===== src/rtl/riscv_defs_pkg.sv =====
// Shared core definitions: default widths, the x0 index and a clog2 helper
// used to size register address fields.
package riscv_defs;

    localparam int DEF_XLEN       = 32;
    localparam int DEF_REG_ADDR_W = 5;
    localparam int REG_ZERO       = 0;

    function automatic int clog2(input int n);
        int r;
        int v;
        r = 0;
        v = n - 1;
        while (v > 0) begin
            r++;
            v = v >> 1;
        end
        return r;
    endfunction

endpackage


===== src/rtl/regfile_rd_port.sv =====
// One registered read port: picks stored or same-cycle write data,
// then captures it when enabled and holds it while stalled.
module regfile_rd_port
    import riscv_defs::*;
#(
    parameter int XLEN   = DEF_XLEN,
    parameter int AW     = DEF_REG_ADDR_W,
    parameter int NWR    = 1,
    parameter int BYPASS = 1
) (
    input  logic                clk,
    input  logic                rst_n,
    input  logic                rd_en,
    input  logic [AW-1:0]       rd_addr,
    input  logic [XLEN-1:0]     cur_data,
    input  logic                cur_busy,
    input  logic                nxt_busy,
    input  logic [NWR-1:0]      wr_en,
    input  logic [NWR*AW-1:0]   wr_addr,
    input  logic [NWR*XLEN-1:0] wr_data,
    output logic [XLEN-1:0]     rd_data,
    output logic                rd_busy
);

    logic [XLEN-1:0] data_nxt;
    logic            busy_nxt;

    // wr_en arrives already filtered for x0; later ports override earlier ones.
    always_comb begin
        data_nxt = cur_data;
        busy_nxt = cur_busy;
        if (BYPASS != 0) begin
            busy_nxt = nxt_busy;
            for (int j = 0; j < NWR; j++) begin
                if (wr_en[j] && (wr_addr[j*AW +: AW] == rd_addr)) begin
                    data_nxt = wr_data[j*XLEN +: XLEN];
                end
            end
        end
    end

    always_ff @(posedge clk or negedge rst_n) begin
        if (!rst_n) begin
            rd_data <= '0;
            rd_busy <= 1'b0;
        end else if (rd_en) begin
            rd_data <= data_nxt;
            rd_busy <= busy_nxt;
        end
    end

endmodule


===== src/rtl/regfile_mp.sv =====
// Multi-port integer register file with per-register pending bits for
// issue/writeback hazard tracking.
module regfile_mp
    import riscv_defs::*;
#(
    parameter  int XLEN     = DEF_XLEN,
    parameter  int NREGS    = 32,
    parameter  int NRD      = 2,
    parameter  int NWR      = 1,
    parameter  int BYPASS   = 1,
    parameter  int ZERO_REG = 1,
    localparam int AW       = clog2(NREGS)
) (
    input  logic                clk,
    input  logic                rst_n,
    input  logic [NRD-1:0]      rd_en,
    input  logic [NRD*AW-1:0]   rd_addr,
    output logic [NRD*XLEN-1:0] rd_data,
    output logic [NRD-1:0]      rd_busy,
    input  logic [NWR-1:0]      wr_en,
    input  logic [NWR*AW-1:0]   wr_addr,
    input  logic [NWR*XLEN-1:0] wr_data,
    input  logic                set_en,
    input  logic [AW-1:0]       set_addr,
    output logic [NREGS-1:0]    busy_vec
);

    logic [XLEN-1:0]  mem [NREGS];
    logic [NREGS-1:0] pending;
    logic [NREGS-1:0] pend_nxt;
    logic [NWR-1:0]   wr_ok;
    logic             set_ok;

    // x0 filtering happens once here so storage, scoreboard and bypass agree.
    always_comb begin
        wr_ok = '0;
        for (int j = 0; j < NWR; j++) begin
            wr_ok[j] = wr_en[j] &&
                       !((ZERO_REG != 0) && (wr_addr[j*AW +: AW] == AW'(REG_ZERO)));
        end
        set_ok = set_en && !((ZERO_REG != 0) && (set_addr == AW'(REG_ZERO)));
    end

    // Set is applied after clears: a new producer issued in the retire cycle stays pending.
    always_comb begin
        pend_nxt = pending;
        for (int j = 0; j < NWR; j++) begin
            if (wr_ok[j]) begin
                pend_nxt[wr_addr[j*AW +: AW]] = 1'b0;
            end
        end
        if (set_ok) begin
            pend_nxt[set_addr] = 1'b1;
        end
    end

    always_ff @(posedge clk or negedge rst_n) begin
        if (!rst_n) begin
            for (int i = 0; i < NREGS; i++) begin
                mem[i] <= '0;
            end
            pending <= '0;
        end else begin
            for (int j = 0; j < NWR; j++) begin
                if (wr_ok[j]) begin
                    mem[wr_addr[j*AW +: AW]] <= wr_data[j*XLEN +: XLEN];
                end
            end
            pending <= pend_nxt;
        end
    end

    assign busy_vec = pending;

    for (genvar k = 0; k < NRD; k++) begin : g_rd
        regfile_rd_port #(
            .XLEN   (XLEN),
            .AW     (AW),
            .NWR    (NWR),
            .BYPASS (BYPASS)
        ) u_rd_port (
            .clk      (clk),
            .rst_n    (rst_n),
            .rd_en    (rd_en[k]),
            .rd_addr  (rd_addr[k*AW +: AW]),
            .cur_data (mem[rd_addr[k*AW +: AW]]),
            .cur_busy (pending[rd_addr[k*AW +: AW]]),
            .nxt_busy (pend_nxt[rd_addr[k*AW +: AW]]),
            .wr_en    (wr_ok),
            .wr_addr  (wr_addr),
            .wr_data  (wr_data),
            .rd_data  (rd_data[k*XLEN +: XLEN]),
            .rd_busy  (rd_busy[k])
        );
    end

endmodule

===== config.mk =====
export PLATFORM = sky130hd
export DESIGN_NAME = regfile_mp
export DESIGN_NICKNAME = d
export VERILOG_FILES = /design/src/rtl/riscv_defs_pkg.sv /design/src/rtl/regfile_rd_port.sv /design/src/rtl/regfile_mp.sv
export SDC_FILE = /design/constraint.sdc
export NUM_CORES = 2
export LEC_CHECK = 0
export ABC_AREA = 1
export ABC_CLOCK_PERIOD_IN_PS = 1500
export CAP_MARGIN = 20
export CORE_MARGIN = 2
export CORE_UTILIZATION = 30
export CTS_CLUSTER_SIZE = 12
export DETAILED_ROUTE_END_ITERATION = 8
export HOLD_SLACK_MARGIN = 0.05
export PLACE_DENSITY_LB_ADDON = 0.15
export REMOVE_ABC_BUFFERS = 1
export SYNTH_ARGS = -nofsm -noshare
export SYNTH_HDL_FRONTEND = slang
export SYNTH_SLANG_ARGS = --single-unit

===== constraint.sdc =====
create_clock -name clk -period 1.5 [get_ports clk]
set_clock_uncertainty 0.15 [all_clocks]
set_input_delay 0.3 -clock clk [delete_from_list [all_inputs] [get_ports clk]]
set_output_delay 0.3 -clock clk [all_outputs]
set_load 0.005 [all_outputs]

Word level (Yosys, flattened, before mapping):

Cells that the tools add are included.

* logic and storage cells: 87
* input bits: 58
* register bits: 1122
* output and inout port bits: 98

* muxes and demuxes: 21
* bitwise logic cells: 6
* reductions and logical operators: 11
* equal/unequal tests: 2
* order comparisons: 10

Operators by type and width (count)
* bitwise mux 1024 bit: 1
* binary-select mux 32 bit (select 5 bit): 2
* two-way mux 32 bit: 9
* demux 32 bit (select 5 bit): 1
* AND 32 bit: 1
* inverter 32 bit: 1
* OR 32 bit: 1
* less-than comparator 5 x 6 -> 1 bit, second input constant: 4
* greater-or-equal comparator 6 bit, second input constant: 3
* inverter 5 -> 6 bit: 3
* binary-select mux 1 bit (select 5 bit): 2
* demux 1 bit (select 5 bit): 2
* == test 5 bit: 2
* greater-or-equal comparator 5 x 1 -> 1 bit, second input constant: 2
* logical NOT 5 bit: 2
* logical AND 1 bit: 7
* less-than comparator 6 x 1 -> 1 bit, second input constant: 1
* two-way mux 1 bit: 4
* logical NOT 1 bit: 2

Longest topological paths before layout:

* word-level depth: 11
* mapped depth: 13
* mapped depth without buffers: 12

Hierarchy:

A second synthesis with hierarchy kept.

* cell total of the unflattened synthesis: 8054
* area total of the unflattened synthesis: 60849.6 µm²

By module, submodules not included
* regfile_mp: seq. area each 26425.3 µm², area each 56750.7 µm², cells an instance 7440, instances 1
* regfile_rd_port: seq. area each 825.8 µm², area each 2049.5 µm², cells an instance 307, instances 2

Worst setup path after synthesis:

No wires, ideal clock.

* path kind: input to register
* start: in rd_addr[5]
* end: reg g_rd[1].u_rd_port.rd_data[1]
* stages: 11
* arrival time: 1.513 ns
* setup time: 0.138 ns
* buffers on the path: 5
* setup slack: -0.301 ns
* required time: 1.212 ns
* cells stage by stage: buf_4 > buf_6 > buf_6 > buf_4 > buf_4 > o21ai_0 > o211ai_1 > nand3_1 > nand3_1 > nand3_1 > a31oi_1

* cells in the longest elaborated chain, start to end: 5
* elaborated cells between the ends (all ways): 7
* classes of those cells: eq/ne: 1; mux: 4; bitwise: 1; reduce/logical: 1

Ends and longest elaborated chain
* start, declared: RTL line regfile_mp.sv:17 `input logic [NRD*AW-1:0] rd_addr,`
* inverter 5 -> 6 bit (not written as such): RTL line regfile_mp.sv:86 `.cur_data (mem[rd_addr[k*AW +: AW]]),`
* binary-select mux 32 bit (select 5 bit): RTL line regfile_mp.sv:86
* two-way mux 32 bit (not written as such) (2 in a row): RTL line regfile_mp.sv:86
* two-way mux 32 bit *: RTL line regfile_rd_port.sv:35 `if (wr_en[j] && (wr_addr[j*AW +: AW] == rd_addr)) begin`
* end signal, assigned: RTL line regfile_rd_port.sv:47 `rd_data <= data_nxt;`
* end, declared: RTL line regfile_rd_port.sv:21 `output logic [XLEN-1:0] rd_data,`

Mark *: on every way between the ends. The rest lies on a longest branch, timed or not. The select of a mux whose other input is x is not followed.
A chain may end at the register's enable or synchronous reset.

Worst setup path after layout:

* start: reg pending[6], in the netlist busy_vec[6]
* end: out busy_vec[6]

RTL lines
* start, declared: RTL line regfile_mp.sv:29 `logic [NREGS-1:0] pending;`
* start signal, assigned: RTL line regfile_mp.sv:69 `pending <= pend_nxt;`
* end, declared: RTL line regfile_mp.sv:25 `output logic [NREGS-1:0] busy_vec`

No word-level cell between the ends.

==> impl_metrics.json <==
{
  "slew_viol_final": 0,
  "synthMuxAreaShare_pct": 0,
  "ys_ff_latch": 1122,
  "synth_edf_count": 0,
  "start_kind": "flop",
  "yosysMostFrequentCell": "o21ai_0",
  "required_ps": 1050,
  "chipWidth_um": 448,
  "wl_um": 278000,
  "vias": 60800,
  "nets": 8069,
  "ir_drop_mv": 1.04,
  "rsz0062_at_grt": "yes",
  "synth_area_per_cell_um2": 7.71,
  "wl_per_cell_um": 25.9,
  "fill_cells": 19900,
  "place_area_mm2": 0.0698,
  "drive_above_1_share_pct": 18.4,
  "violations": "negative hold slack, negative setup slack",
  "grt_max_degree": 85,
  "final-seq-area_mm2": 0.0281,
  "clock-root-buffer": "clkbuf_16",
  "crit_arrival_ps": 1510,
  "postLayoutCellArea_mm2": 0.0764,
  "finalSetupTns_ps": -30480,
  "status": "finished with violations",
  "htree_levels": 4,
  "async_reset_ff_share_pct": 100,
  "synthCells": 7671,
  "dp_hpwl_um": 176000,
  "grt_overflow_total": 0,
  "grt_pass1_vias": 58300,
  "antenna_found_initial": 6,
  "gp_congestion": 0.878,
  "max_clock_freq_mhz": 511,
  "synth_xor_area_share_pct": 0.104,
  "p_total_mw": 94.2,
  "tightest_slew_ps": 626,
  "ys.flop_type": "dfrtp_1",
  "ant_nets": 0,
  "met2_length_um": 121000,
  "num_rows": 162,
  "ys_warn_count": 0,
  "cp_max_fo": 2,
  "leakagePower_nw": 33.7,
  "start_util_pct": 30.2,
  "fp.coreArea_mm2": 0.195,
  "layout_setup_ws_ps": -456,
  "fp.dieH_um": 448,
  "io_pins": 156,
  "setup_viol": 101,
  "critical_path_class": "flop to primary output",
  "slew_headroom_pct": 58.5,
  "syn_to_final_growth_pct": 29.2,
  "synth_top_cells_by_count": "1959 x o21ai_0, 1154 x nand2_1, 1122 x dfrtp_1, 1036 x nor2_1, 620 x nand3_1",
  "synth_top_area_cell": "dfrtp_1",
  "io_buffers": 155,
  "endpoint_kind": "primary output",
  "cts_inserted_buffers": 138,
  "firstDrtPassIters": 6,
  "highest_layer": "met5",
  "pre_cts_ws_ps": -1160,
  "tritoncts": "yes",
  "multiInputGateArea_mm2": 0.0283,
  "drt-met1-wl_um": 122000,
  "synth_fa_ha_area_share_pct": 0,
  "drc": 0,
  "synth_top_area_share_pct": 47.5,
  "wl_met3_um": 23300,
  "clkLatencyLatePin_ps": 810,
  "hold_violations": 1,
  "drtIter0Drc": 6897,
  "synth-simple-area-share_pct": 19.3,
  "power_density_mw_per_mm2": 1230,
  "dieArea_mm2": 0.201,
  "synth-compound-area-share_pct": 25.9,
  "ys_seq_area_share_pct": 47.5,
  "synth.distinct_cells": 23,
  "grtUsageTotal_pct": 27.2,
  "syn_area_mm2": 0.0591,
  "grt_first_pass_wirelength_um": 406000,
  "clk_path_buf_depth": 3,
  "period_share_pct": 130,
  "synth_area_leaders": "dfrtp_1 48%, o21ai_0 17%, nand2_1 7.3%",
  "synth_top_family_by_area": "compound AO/OA/AOI/OAI gates",
  "clock-sinks": 1122,
  "routed_via_density": 5.66,
  "hold_ws_ps": -58.0,
  "clk_pin_slew_ps": 60,
  "maxCapViolations": 0,
  "fin_crit_ps": 1960,
  "hold_path.class": "input port to flop"
}
==> flip-flops by register name (all words and copies together) (netlist names) <==
name	cells
g_rd.u_rd_port.rd_busy	2
busy_vec	32
mem	1024
g_rd.u_rd_port.rd_data	64
==> final timing paths <==
check | to | cells after the start | startpoint | slack [ps]
setup / recovery | busy_vec[6] | 2 | busy_vec[6] | -460
hold / removal | busy_vec[29] | 6 | wr_addr[1] | -60
setup reg to reg | g_rd[0].u_rd_port.rd_busy | 10 | busy_vec[7] | -80
hold reg to reg | mem[1006] | 0 | mem[1006] | 250
max in group asynchronous | mem[245] | 5 | rst_n | 20
min in group asynchronous | mem[306] | 3 | rst_n | 40
==> layout by cell type, fill, tap and decap left out, types with 19 or more instances in the layout <==
| cell type | n |
|---|---|
| inv_1 | 179 |
| nand3_1 | 459 |
| clkbuf_16 | 148 |
| buf_12 | 265 |
| buf_6 | 68 |
| dfrtp_1 | 1118 |
| buf_2 | 65 |
| o221ai_1 | 374 |
| nand2_1 | 1118 |
| nand2_4 | 31 |
| nor2_1 | 1029 |
| clkbuf_8 | 27 |
| o21ai_0 | 1780 |
| o211ai_1 | 105 |
| clkdlybuf4s50_1 | 38 |
| clkbuf_1 | 41 |
| o21ai_1 | 191 |
| nand3_2 | 151 |
| buf_4 | 547 |
| a21oi_1 | 149 |
| o221ai_2 | 19 |
| a21oi_2 | 42 |
==> per-layer routing <==
layer	global-route usage (%)	vias to the layer above
li1	-	27300
met3	4.57	592
met1	38.4	29900
met4	10.8	2
met5	0	-
met2	41.1	3016
==> worst max-delay path: stages (launching register included) <==
cell and delay (ps):
dfrtp_1 430, buf_12 160, buf_6 100
==> power by group <==
part	total, mW	switching, mW	internal, mW
Combinational	19.8	11.3	8.58
Clock	34.2	14.1	20.1
Sequential	40.1	4.30	35.8
==> final cells by class <==
type,count,area share (%)
Multi-Input combinational cell,5528,37.0
Sequential cell,1122,36.8
Timing Repair Buffer,1015,14.9
Clock buffer,212,5.41
Tap cell,2624,4.30
Inverter,206,1.08
Clock inverter,34,0.511
Antenna cell,1,0.00328
==> kinds of logic (layout without fill, tap and decap cells) <==
family                 count (synthesis)  in the layout
AO/OA/AOI/OAI                       2703           2703
AND/OR/NAND/NOR                     2818           2818
buffers and inverters               1021           1467
flip-flops                          1122           1122
XOR/XNOR                               7              7
other                                  0              1
==> stage by stage <==
stage               utilization [%]  std cells
finish                         39.1      10700
global route                   39.1      10700
CTS                            38.3      10700
detailed placement             35.7      10400
global placement               35.7      10400
floorplan                         -       6856
==> repair_timing <==
| item | in CTS | in global routing |
|---|---|---|
| hold buffers | 10 | 3 |
| buffers inserted | 51 | 44 |
| resized for setup | 542 | 427 |
| endpoints found under the hold margin | 1189 | 21 |
| gates cloned | 1 | 4 |
| pin swaps | 39 | 211 |
| endpoints found under the setup margin | 554 | 1197 |
Power figures use the tool's default switching activity.
